[config.mk]
export PLATFORM = sky130hd
export DESIGN_NAME = sdram_burst_sched
export DESIGN_NICKNAME = d
export VERILOG_FILES = /design/src/rtl/sdram_burst_sched.sv
export SDC_FILE = /design/constraint.sdc
export NUM_CORES = 1
export LEC_CHECK = 0
export CAP_MARGIN = 10
export CORE_UTILIZATION = 56
export CTS_CLUSTER_DIAMETER = 80
export DETAILED_ROUTE_END_ITERATION = 10
export GPL_TIMING_DRIVEN = 0
export PLACE_DENSITY_LB_ADDON = 0.05
export SLEW_MARGIN = 5
export SYNTH_ARGS = -nofsm -noshare
export SYNTH_HDL_FRONTEND = slang
export SYNTH_SLANG_ARGS = --single-unit
[constraint.sdc]
create_clock -name clk -period 9.02 [get_ports clk]
set_clock_uncertainty 0.15 [all_clocks]
set_input_delay 1.804 -clock clk [delete_from_list [all_inputs] [get_ports clk]]
set_output_delay 1.804 -clock clk [all_outputs]
set_load 0.02 [all_outputs]
[src/rtl/sdram_burst_sched.sv]
// sdram_burst_sched: arbitrates single SDRAM bursts between the camera write FIFO and display read FIFO, keeping wrapping frame pointers.
module sdram_burst_sched #(
  parameter int ADDR_W = 22,
  parameter int LEN_W  = 9,
  parameter int FIFO_W = 10
) (
  input  logic              clk,
  input  logic              rst_n,
  input  logic              sdram_init_done,
  input  logic [FIFO_W-1:0] wr_fifo_usedw,
  input  logic [FIFO_W-1:0] rd_fifo_usedw,
  input  logic              rd_enable,
  input  logic [LEN_W-1:0]  wr_length,
  input  logic [LEN_W-1:0]  rd_length,
  input  logic [ADDR_W-1:0] wr_addr,
  input  logic [ADDR_W-1:0] wr_max_addr,
  input  logic              wr_load,
  input  logic [ADDR_W-1:0] rd_addr,
  input  logic [ADDR_W-1:0] rd_max_addr,
  input  logic              rd_load,
  output logic              cmd_wr_req,
  output logic              cmd_rd_req,
  output logic [ADDR_W-1:0] cmd_addr,
  output logic [LEN_W-1:0]  cmd_len,
  input  logic              cmd_ack,
  input  logic              cmd_done,
  output logic              frame_write_done,
  output logic              frame_read_done,
  output logic              busy
);
  localparam int CW = (FIFO_W > LEN_W) ? FIFO_W : LEN_W;
  typedef enum logic [2:0] {INIT, ARB, WR_REQ, RD_REQ, WR_BUSY, RD_BUSY} state_t;
  state_t state, state_nx;
  logic [ADDR_W-1:0] wr_ptr, rd_ptr;
  logic last_rd, wr_pend, rd_pend;
  logic wr_ok, rd_ok, wr_apply, rd_apply, arb, go_wr, go_rd;
  logic wr_upd, rd_upd, wr_wrap, rd_wrap;
  logic [ADDR_W:0] wr_nx, rd_nx;
  assign cmd_wr_req = state == WR_REQ;
  assign cmd_rd_req = state == RD_REQ;
  assign busy = !(state == INIT || state == ARB);
  always_comb begin
    wr_ok = |wr_length && CW'(wr_fifo_usedw) >= CW'(wr_length);
    rd_ok = rd_enable && |rd_length && CW'({FIFO_W{1'b1}} - rd_fifo_usedw) >= CW'(rd_length);
    // a load is held off only while its own direction has a burst outstanding
    wr_apply = wr_pend && state != WR_REQ && state != WR_BUSY;
    rd_apply = rd_pend && state != RD_REQ && state != RD_BUSY;
    arb = state == ARB && !wr_apply && !rd_apply;
    go_wr = arb && wr_ok && (!rd_ok || last_rd);
    go_rd = arb && rd_ok && !go_wr;
    wr_upd = cmd_done && (state == WR_BUSY || (state == WR_REQ && cmd_ack));
    rd_upd = cmd_done && (state == RD_BUSY || (state == RD_REQ && cmd_ack));
    wr_nx = {1'b0, wr_ptr} + (ADDR_W+1)'(cmd_len);
    rd_nx = {1'b0, rd_ptr} + (ADDR_W+1)'(cmd_len);
    wr_wrap = wr_nx >= {1'b0, wr_max_addr};
    rd_wrap = rd_nx >= {1'b0, rd_max_addr};
    state_nx = state;
    case (state)
      INIT:    state_nx = sdram_init_done ? ARB : INIT;
      ARB:     state_nx = go_wr ? WR_REQ : go_rd ? RD_REQ : ARB;
      WR_REQ:  state_nx = !cmd_ack ? WR_REQ : cmd_done ? ARB : WR_BUSY;
      RD_REQ:  state_nx = !cmd_ack ? RD_REQ : cmd_done ? ARB : RD_BUSY;
      WR_BUSY: state_nx = cmd_done ? ARB : WR_BUSY;
      RD_BUSY: state_nx = cmd_done ? ARB : RD_BUSY;
      default: state_nx = INIT;
    endcase
  end
  always_ff @(posedge clk or negedge rst_n)
    if (!rst_n) state <= INIT;
    else state <= state_nx;
  always_ff @(posedge clk or negedge rst_n)
    if (!rst_n) begin
      wr_ptr <= '0;
      rd_ptr <= '0;
      last_rd <= 1'b1;
      wr_pend <= 1'b0;
      rd_pend <= 1'b0;
      cmd_addr <= '0;
      cmd_len <= '0;
      frame_write_done <= 1'b0;
      frame_read_done <= 1'b0;
    end else begin
      wr_pend <= (wr_pend && !wr_apply) || wr_load;
      rd_pend <= (rd_pend && !rd_apply) || rd_load;
      frame_write_done <= wr_upd && wr_wrap;
      frame_read_done <= rd_upd && rd_wrap;
      if (wr_apply) wr_ptr <= wr_addr;
      else if (wr_upd) wr_ptr <= wr_wrap ? wr_addr : wr_nx[ADDR_W-1:0];
      if (rd_apply) rd_ptr <= rd_addr;
      else if (rd_upd) rd_ptr <= rd_wrap ? rd_addr : rd_nx[ADDR_W-1:0];
      if (go_wr || go_rd) begin
        last_rd <= go_rd;
        cmd_addr <= go_rd ? rd_ptr : wr_ptr;
        cmd_len <= go_rd ? rd_length : wr_length;
      end
    end
endmodule
==> flow_summary.ini, run 1 <==
[synth]
synth-edff-count = 0
ys_seq_elements = 83
syn_avg_cell_area_sq_um = 8.56
async_reset_ff_frac = 1.00
synthFlopType = dfrtp_1
syn_nets = 1082
syn_area_sq_um = 7410
yosysWarnings = 0
synthCells = 866
ys_seq_area_frac = 0.280
synth_cell_types = 75

[clocking]
postCtsHoldBufs = 0
cts-resized-gates = 0
cts_root_buf = clkbuf_16
cts_sinks = 83
cts.htree.levels = 3
insertion_delay_ps = 340
tritoncts = yes
cts_buffers = 9
clk_pin_slew_ps = 70
cts_max_path_buffers = 2
cts_setup_buffers = 0

[worst_setup_path]
worstPathCellList = ha_1, inv_1, fa_1, nor2b_1, o31a_1, o311a_4, nor2_2, nor2_1, xnor2_1, ha_1, nand4_1, nor4_1, nand2_1, and4b_1, and3_1, buf_2, buf_2, a32oi_1, o211ai_1
crit_arrival_ps = 4840
path_buf_inv = 3
crit_family = simple AND/OR/NAND/NOR gates
slowest_stage = nor4_1
startpoint_type = flip-flop
cp_data_required_time_ps = 9080
cp_max_fo = 10
reg2reg_from = cmd_len[0]
end_kind = flip-flop
critPathKind = flip-flop to flip-flop
rr_endpoint = rd_ptr[17]
timing.reg2reg.setup_slack_ps = 4240
cp_slowest_stage_delay_ps = 520
worstRegToRegCells = 19

[sta]
worstMarginPinSlew_ps = 804
setup_violations = 0
finalSetupTns_ps = 0
period_needed_ps = 4780
finalHoldViolCount = 0
finalMaxSlewViolations = 0
rsz0062_at_grt = no
fmax_mhz = 209
post-route-period-util = 0.530
slew_headroom = 0.463

[pwr]
max-vdd-ir-drop_mv = 0.173
total_power_mw = 3.51
p_per_area_nw_per_um2 = 363
p_int_mw = 1.82
leakage_nw = 4.23
p_sw_mw = 1.68
p_sw_frac = 0.480
seq_power_share = 0.215
combPwrFrac = 0.671
clkPwrFrac = 0.114

[worst_hold_path]
hold_path_class = flip-flop to flip-flop
hold_end = rd_ptr[7]
min_path_cells = 2
hold_start = rd_ptr[7]

[floorplan]
ios = 170
std_cell_rows = 41
start_util = 0.580
coreArea_sq_um = 12800
die_y_um = 117
fp.dieW_um = 117
dieArea_sq_um = 13700

[global_routing]
grt_antenna_before_repair = 0
grt_use_total = 0.319
grt_max_degree = 60
grt_pass1_vias = 6670
grt_overflow_total = 0
grt_pass1_wl_um = 33100

[routing]
drt_pass1_iterations = 5
wl_per_cell_um = 17.1
drtAntennaViolNets = 0
drc = 0
viasPerCell = 5.77
vias = 7068
routed_wl_um = 20900
drtIter0Drc = 533

[finish]
num-nets-final = 1263
n_antenna_cell = 0
area_growth_syn_to_layout_pct = 30.4
fill_cells = 977
layout-drive-gt1-share = 0.0932

[run]
max_cap_viol_count = 0

[placed_design]
io_buffers = 169
hpwl_um = 16500
gp_congestion = 0.947

[status]
status = completed
[worst min-delay path: stages, from the launching register on]
cell and delay [ps]:
dfrtp_1 390, nand2_1 70, o31ai_1 70
[synthesized netlist by cell type, types with 10 or more instances]
master    number  area share
inv_1         90       0.046
o21ai_0       32       0.022
dfrtp_1       82        0.28
ha_1          80        0.14
nand4_1       27       0.023
nand3_1       23       0.016
mux2i_1       24       0.032
a31oi_1       10      0.0084
o31ai_1       13       0.013
nor2_1        45       0.023
xor2_1        14       0.017
buf_2         14      0.0095
o21a_1        15       0.015
nor3_1        28       0.019
o211ai_1      20       0.020
mux2_2        39       0.059
a21oi_1       54       0.036
a21o_1        10       0.010
clkbuf_1      24       0.012
xnor2_1       23       0.027
nand2_1       78       0.039
[how the worst max path moves through the flow]
stage               slack [ps]      endpoint  depth (start not counted)         start
detailed placement        4160  cmd_addr[20]                         10  rd_length[0]
CTS                       4280    rd_ptr[17]                         19    cmd_len[0]
global route              3870    rd_ptr[14]                         19    cmd_len[0]
global placement          2950    wr_ptr[12]                          1         rst_n
floorplan                 4890    rd_ptr[19]                         18    cmd_len[0]
finish                    4240    rd_ptr[17]                         19    cmd_len[0]
[logic make-up (layout without fill, tap and decap cells)]
group | after synthesis | count (layout) | share of synthesized area
muxes | 63 | 63 | 0.0916
DFF | 83 | 83 | 0.280
xor gates and xnor gates | 37 | 37 | 0.0437
and+or+nand+nor | 261 | 261 | 0.178
AOI/OAI and AO/OA | 205 | 205 | 0.190
buffers and inverters | 135 | 321 | 0.0754
adders and majority gates | 82 | 82 | 0.140
[registers in the layout (all words and copies together) (netlist names)]
register	count
last_rd	1
rd_ptr	22
rd_pend	1
frame_read_done	1
wr_pend	1
wr_ptr	22
frame_write_done	1
cmd_len	9
state	3
cmd_addr	22
[cell usage in the layout (no fill, tap or decap), types with 3 or more instances in the layout]
| master | Yosys | layout |
|---|---|---|
| dfrtp_1 | 82 | 82 |
| nand3_1 | 23 | 23 |
| o211ai_1 | 20 | 20 |
| a311o_1 | 3 | 3 |
| xnor2_1 | 23 | 23 |
| a21o_1 | 10 | 10 |
| nor4_1 | 6 | 6 |
| clkdlybuf4s50_1 | 0 | 168 |
| o21ai_0 | 32 | 32 |
| or3_1 | 5 | 5 |
| a211oi_1 | 6 | 6 |
| ha_1 | 80 | 80 |
| a31oi_1 | 10 | 10 |
| o21a_1 | 15 | 15 |
| a32oi_1 | 7 | 7 |
| nand2_1 | 78 | 78 |
| buf_4 | 2 | 3 |
| o31ai_1 | 13 | 13 |
| clkbuf_1 | 24 | 25 |
| mux2_2 | 39 | 39 |
| inv_1 | 90 | 90 |
| nor2_1 | 45 | 45 |
| mux2i_1 | 24 | 24 |
| and2_1 | 5 | 5 |
| buf_2 | 14 | 14 |
| nor2b_1 | 9 | 9 |
| and3_1 | 5 | 5 |
| o221ai_1 | 3 | 3 |
| nor3_1 | 28 | 28 |
| xor2_1 | 14 | 14 |
| or2_2 | 4 | 4 |
| nand4_1 | 27 | 27 |
| clkbuf_16 | 0 | 9 |
| a21oi_1 | 54 | 54 |
| nand2b_1 | 8 | 8 |
[metal layers]
metal / part of all wire / track usage / routed length [um] / vias to the layer above
met5: 0 / 0 / 0 / -
met4: 0.018 / 0.103 / 371 / 0
met3: 0.076 / 0.0541 / 1590 / 29
met2: 0.46 / 0.520 / 9690 / 314
met1: 0.44 / 0.432 / 9280 / 3241
li1: - / - / - / 3484
[cell type report]
class                           count  area, sq um  share of cell area
Multi-Input combinational cell    648         4780               0.494
Inverter                           90          338              0.0350
Tap cell                          172          215              0.0223
Buffer                             45          221              0.0229
Clock inverter                      6         90.1             0.00932
Clock buffer                       10          229              0.0237
Sequential cell                    83         2080               0.215
Timing Repair Buffer              170         1720               0.178
[power by group through the flow]
stage | combinational (mW) | sequential [mW] | clock (mW)
3_3_place_gp | 2.26 | 0.745 | 0
6_report | 2.35 | 0.754 | 0.400
4_1_cts | 2.33 | 0.746 | 0.403
2_1_floorplan | 1.58 | 0.768 | 0
5_1_grt | 2.61 | 0.771 | 0.419
3_5_place_dp | 2.30 | 0.749 | 0
[stage by stage]
step	hold slack, ps	worst slack (ps)	util	instance area (sq um)	instances
detailed placement	376	4160	0.732	9350	1208
CTS	401	4280	0.757	9660	1224
floorplan	319	4890	-	7410	866
global placement	366	2950	0.730	9320	1207
finish	412	4240	0.757	9660	1224
global route	419	3870	0.757	9660	1224
(Power assumes the default switching activity.)
==> run 2, diff against run 1 <==
Settings changed: CORE_UTILIZATION 56 to 47.
Clock period 9.02 ns to 4.3 ns, I/O delays scaled along.
==> run 2 against run 1 <==
Against the previous run: via count grew 0.93%; worst setup slack got worse by 4100 ps; critical path depth fell by 2; final cell count up 4.3%; sequential share of layout area shrank 0.98 points; sequential cell count unchanged; register-to-register slack got worse by 4100 ps; non-clock buffer count up 14; combinational power grew 130%; critical path type unchanged; critical endpoint is now rd_ptr[4]; largest power group unchanged.
==> flow_summary.ini, run 2 (same netlist as run 1, synthesis figures left out) <==
[placed_design]
io_buffers = 169
dpl_cell_area_sq_um = 9390
hpwl_um = 17300
gp_congestion = 0.914

[finish]
final_common_cell = clkdlybuf4s50_1
reg.largest.list = cmd_addr: 22 flops, rd_ptr: 22 flops, wr_ptr: 22 flops
stdcell_area_sq_um = 10100
layout-drive-gt1-share = 0.145
n_antenna_cell = 0
mostFrequentLayoutCells = clkdlybuf4s50_1, inv_1, dfrtp_1
num-nets-final = 1277
area_growth_syn_to_layout_pct = 36.8

[routing]
drc = 0
wl_per_cell_um = 17.3
vias = 7134
drtIter0Drc = 599
viasPerCell = 5.59
routed_wl_um = 22100
drtAntennaViolNets = 0
drt_pass1_iterations = 5

[pwr]
max-vdd-ir-drop_mv = 0.325
seq_power_share = 0.207
p_sw_mw = 3.76
p_per_area_nw_per_um2 = 774
p_int_mw = 4.09
leakage_nw = 4.36
clkPwrFrac = 0.101
combPwrFrac = 0.692
p_sw_frac = 0.479

[floorplan]
coreArea_sq_um = 15300
fp.dieW_um = 128
start_util = 0.484
die_y_um = 128
dieArea_sq_um = 16300
ios = 170
std_cell_rows = 45

[sta]
slew_headroom = 0.508
finalHoldViolCount = 0
hold_ws_ps = 242
rsz0062_at_grt = yes
worstMarginPinSlew_ps = 732
fmax_mhz = 238
post-route-period-util = 0.976
finalMaxSlewViolations = 0
period_needed_ps = 4200
setup_violations = 0

[worst_setup_path]
slowest_stage = dfrtp_1
timing.reg2reg.setup_slack_ps = 100
startpoint_type = flip-flop
worstRegToRegCells = 17
critical_path.most_common_cell = ha_1
cp_data_required_time_ps = 4350
critPathKind = flip-flop to flip-flop
cp_slowest_stage_delay_ps = 460
end_kind = flip-flop
crit_arrival_ps = 4240
worstPathCellList = ha_1, a211oi_1, o21ai_2, o211ai_1, a21o_2, nor2_1, xor2_1, ha_1, nand4_1, nor4_4, nand2_1, and4b_1, and3_4, buf_8, buf_4, nand3_1, a31oi_1
cp_max_fo = 9

[clocking]
cts_root_buf = clkbuf_16
cts.htree.levels = 3
tritoncts = yes
clk_pin_slew_ps = 70
cts_sinks = 83
cts_max_path_buffers = 2
cts_buffers = 9
insertion_delay_ps = 350
postCtsHoldBufs = 0

[global_routing]
grt_max_degree = 66
grt_overflow_total = 0
grt_use_total = 0.276
grt_pass1_vias = 6862
grt_pass1_wl_um = 34900
grt_antenna_before_repair = 0

[run]
max_cap_viol_count = 0

[status]
status = completed

[worst_hold_path]
hold_path_class = input pin to asynchronous set/reset pin
## run 2: cell types whose count changed in the layout (fill, tap and decap cells not counted), moves of 5 or more
cell     previous run  this run
o21ai_0            32        22
o21ai_1             1         9
buf_2              14         9
ha_1               80        74
ha_4                0         6
buf_4               3        16
## run 2: final cells by class
class                           instances  area, sq um
Tap cell                              211          264
Timing Repair Buffer                  185         1860
Sequential cell                        83         2080
Fill cell                            1319         5180
Clock buffer                           10          229
Clock inverter                          6         65.1
Buffer                                 44          249
Inverter                               90          338
Multi-Input combinational cell        648         5050
## run 2: layer usage
| metal | GRT usage | wire length, um | up-vias |
|---|---|---|---|
| met3 | 0.0297 | 1180 | 33 |
| met5 | 0 | 0 | - |
| met4 | 0.108 | 561 | 0 |
| met1 | 0.374 | 10300 | 3331 |
| li1 | - | - | 3511 |
| met2 | 0.452 | 10100 | 259 |
## run 2: power groups by stage
| stage | clock, mW | combinational (mW) | sequential [mW] |
|---|---|---|---|
| finish | 0.791 | 5.44 | 1.63 |
| global route | 0.827 | 5.98 | 1.67 |
| CTS | 0.795 | 4.99 | 1.58 |
| detailed placement | 0 | 4.86 | 1.59 |
| global placement | 0 | 4.80 | 1.58 |
| floorplan | 0 | 3.31 | 1.61 |
## run 2: worst max-delay path: cells and delay by family (launching register included)
family | cells | cell delay [ps]
compound gates | 5 | 1170
simple gates | 7 | 1160
flops | 1 | 460
buf+inv | 2 | 290
xor+xnor | 1 | 160
fa+ha+maj | 2 | 650
## run 2: stage by stage
step,total power [mW],TNS (ps),util,cells,setup slack (ps)
after CTS,7.36,-95.0,0.639,1268,-28.3
after global placement,6.38,-87350,0.612,1246,-947
after floorplan,4.92,0,-,866,169
after detailed placement,6.45,-11930,0.613,1247,-440
after global routing,8.48,-478,0.662,1277,-47.0
final,7.85,0,0.662,1277,103
## run 2: path summary, 6_finish.rpt
kind / from / end
max: rd_ptr[1] / rd_ptr[4]
min: rst_n / wr_ptr[6]
max reg2reg: rd_ptr[1] / rd_ptr[4]
min reg2reg: rd_ptr[7] / rd_ptr[7]
max in group asynchronous: rst_n / last_rd
min in group clk: rd_ptr[7] / rd_ptr[7]
## run 2: what timing repair did
item / in CTS / in global routing
gates cloned: 0 / 1
resized for setup: 16 / 64
pin swaps: 8 / 35
setup endpoints to repair: 46 / 46
setup buffers: 5 / 9
==> run 3, diff against run 2 <==
Settings changed: SETUP_SLACK_MARGIN from default to 0.5.
==> run 3 against run 2 <==
Against the previous run: sequential cell count is the same; critical path depth rose by 4; clock power is 8.1% lower; count of clock-buffer cells in the layout up 1; combinational power is 21% higher; worst setup slack got worse by 79 ps; die area stayed put; non-clock buffer count rose by 44; routed wire length rose by 8.7%; largest power group unchanged.
==> flow_summary.ini, run 3 (same netlist as run 1, synthesis figures left out) <==
[status]
status = completed

[worst_setup_path]
crit_arrival_ps = 4340
timing.reg2reg.setup_slack_ps = 20
end_kind = flip-flop
critPathKind = flip-flop to flip-flop
cp_data_required_time_ps = 4360
reg2reg_from = cmd_len[0]
rr_endpoint = wr_ptr[18]
cp_max_fo = 7
startpoint_type = flip-flop
worstRegToRegCells = 21

[sta]
finalMaxSlewViolations = 0
post-route-period-util = 0.995
period_needed_ps = 4280
worstMarginPinSlew_ps = 993
setup_violations = 0
rsz0062_at_grt = yes
finalHoldViolCount = 0
fmax_mhz = 234
slew_headroom = 0.337
hold_ws_ps = 240
fin_ws_ps = 23.5

[floorplan]
std_cell_rows = 45
coreArea_sq_um = 15300
fp.dieW_um = 128
die_y_um = 128
ios = 170
dieArea_sq_um = 16300
start_util = 0.484

[routing]
drtIter0Drc = 720
vias = 7557
drc = 0
wl_per_cell_um = 18.2
drt_pass1_iterations = 5
drtAntennaViolNets = 0
viasPerCell = 5.72
routed_wl_um = 24100

[clocking]
cts_root_buf = clkbuf_16
cts_max_path_buffers = 2
insertion_delay_ps = 350
cts.htree.levels = 3
cts_sinks = 83
cts_buffers = 9
clk_pin_slew_ps = 60
tritoncts = yes

[placed_design]
dpl_cell_area_sq_um = 9440
io_buffers = 169
gp_congestion = 0.898
hpwl_um = 17400
dp_cells = 1247
dp_slack_ps = -227

[finish]
area_growth_syn_to_layout_pct = 49.5
fin_util = 0.724
reg.largest.list = cmd_addr: 22 flops, rd_ptr: 22 flops, wr_ptr: 22 flops
layout-drive-gt1-share = 0.245
n_antenna_cell = 0
stdcell_area_sq_um = 11100
mostFrequentLayoutCells = clkdlybuf4s50_1, inv_1, dfrtp_1
num-nets-final = 1322
final_common_cell = clkdlybuf4s50_1
multi_input_area_sq_um = 5500
seq_area_sq_um = 2090
fill_cells = 1151
stdcell_count = 1322

[pwr]
leakage_nw = 4.74
p_per_area_nw_per_um2 = 809
max-vdd-ir-drop_mv = 0.343

[global_routing]
grt_overflow_total = 0
grt_pass1_wl_um = 36500
grt_use_total = 0.289
grt_pass1_vias = 7081
grt_antenna_before_repair = 0
grt_max_degree = 67

[worst_hold_path]
hold_path_class = input pin to asynchronous set/reset pin

[run]
max_cap_viol_count = 0
## run 3: routing by layer
layer / up-vias / track usage / wire [um]
li1: 3607 / - / -
met1: 3558 / 0.391 / 10500
met2: 336 / 0.480 / 11400
met3: 56 / 0.0302 / 1390
met4: 0 / 0.106 / 748
met5: - / 0 / 0
## run 3: area by class of cell
cell class	count	area share
Tap cell	211	0.0238
Sequential cell	83	0.188
Multi-Input combinational cell	649	0.497
Buffer	45	0.0274
Inverter	90	0.0305
Clock inverter	5	0.00260
Timing Repair Buffer	228	0.209
Clock buffer	11	0.0219
## run 3: timing repair
action / CTS / global route
pin swaps: 65 / 56
endpoints found under the setup margin: 46 / 46
hold buffers: 0 / 0
buffers inserted: 36 / 14
cloned: 5 / 4
resized for setup: 87 / 90
## run 3: worst max-delay path: stages, from the launching register on
cell and delay [ps]:
dfrtp_2 390, buf_12 110, ha_4 130, inv_2 40
fa_2 390, nor2b_4 120, o31a_1 220, o31ai_4 70
buf_6 160, a21oi_4 150, xor2_2 210, ha_1 280
nand4_1 200, o41ai_2 90, a21oi_1 190, o221ai_2 160
or3_4 410, buf_8 150, buf_12 120, buf_16 130
nor3_4 170, o31ai_2 80
## run 3: through the flow
stage | TNS, ps | total power, mW
5_1_grt | -703 | 9.58
3_5_place_dp | -2970 | 6.50
4_1_cts | 0 | 8.09
3_3_place_gp | -82590 | 6.42
2_1_floorplan | 0 | 4.96
6_report | 0 | 8.97
## run 3: worst max-delay path by stage
stage / from / depth (start not counted) / end / slack, ps
after global routing: cmd_len[0] / 22 / wr_ptr[17] / -90
final: cmd_len[0] / 21 / wr_ptr[18] / 20
after floorplan: cmd_len[0] / 18 / rd_ptr[19] / 450
after detailed placement: cmd_len[0] / 17 / wr_ptr[10] / -230
after global placement: rst_n / 1 / cmd_len[0] / -1300
after CTS: cmd_len[0] / 19 / rd_ptr[17] / 110
## run 3: power by group
group | total (mW) | leakage, nW | internal [mW] | switching [mW]
clock network | 0.727 | 0.139 | 0.404 | 0.322
registers | 1.65 | 0.994 | 1.18 | 0.476
logic | 6.59 | 3.61 | 3.13 | 3.46
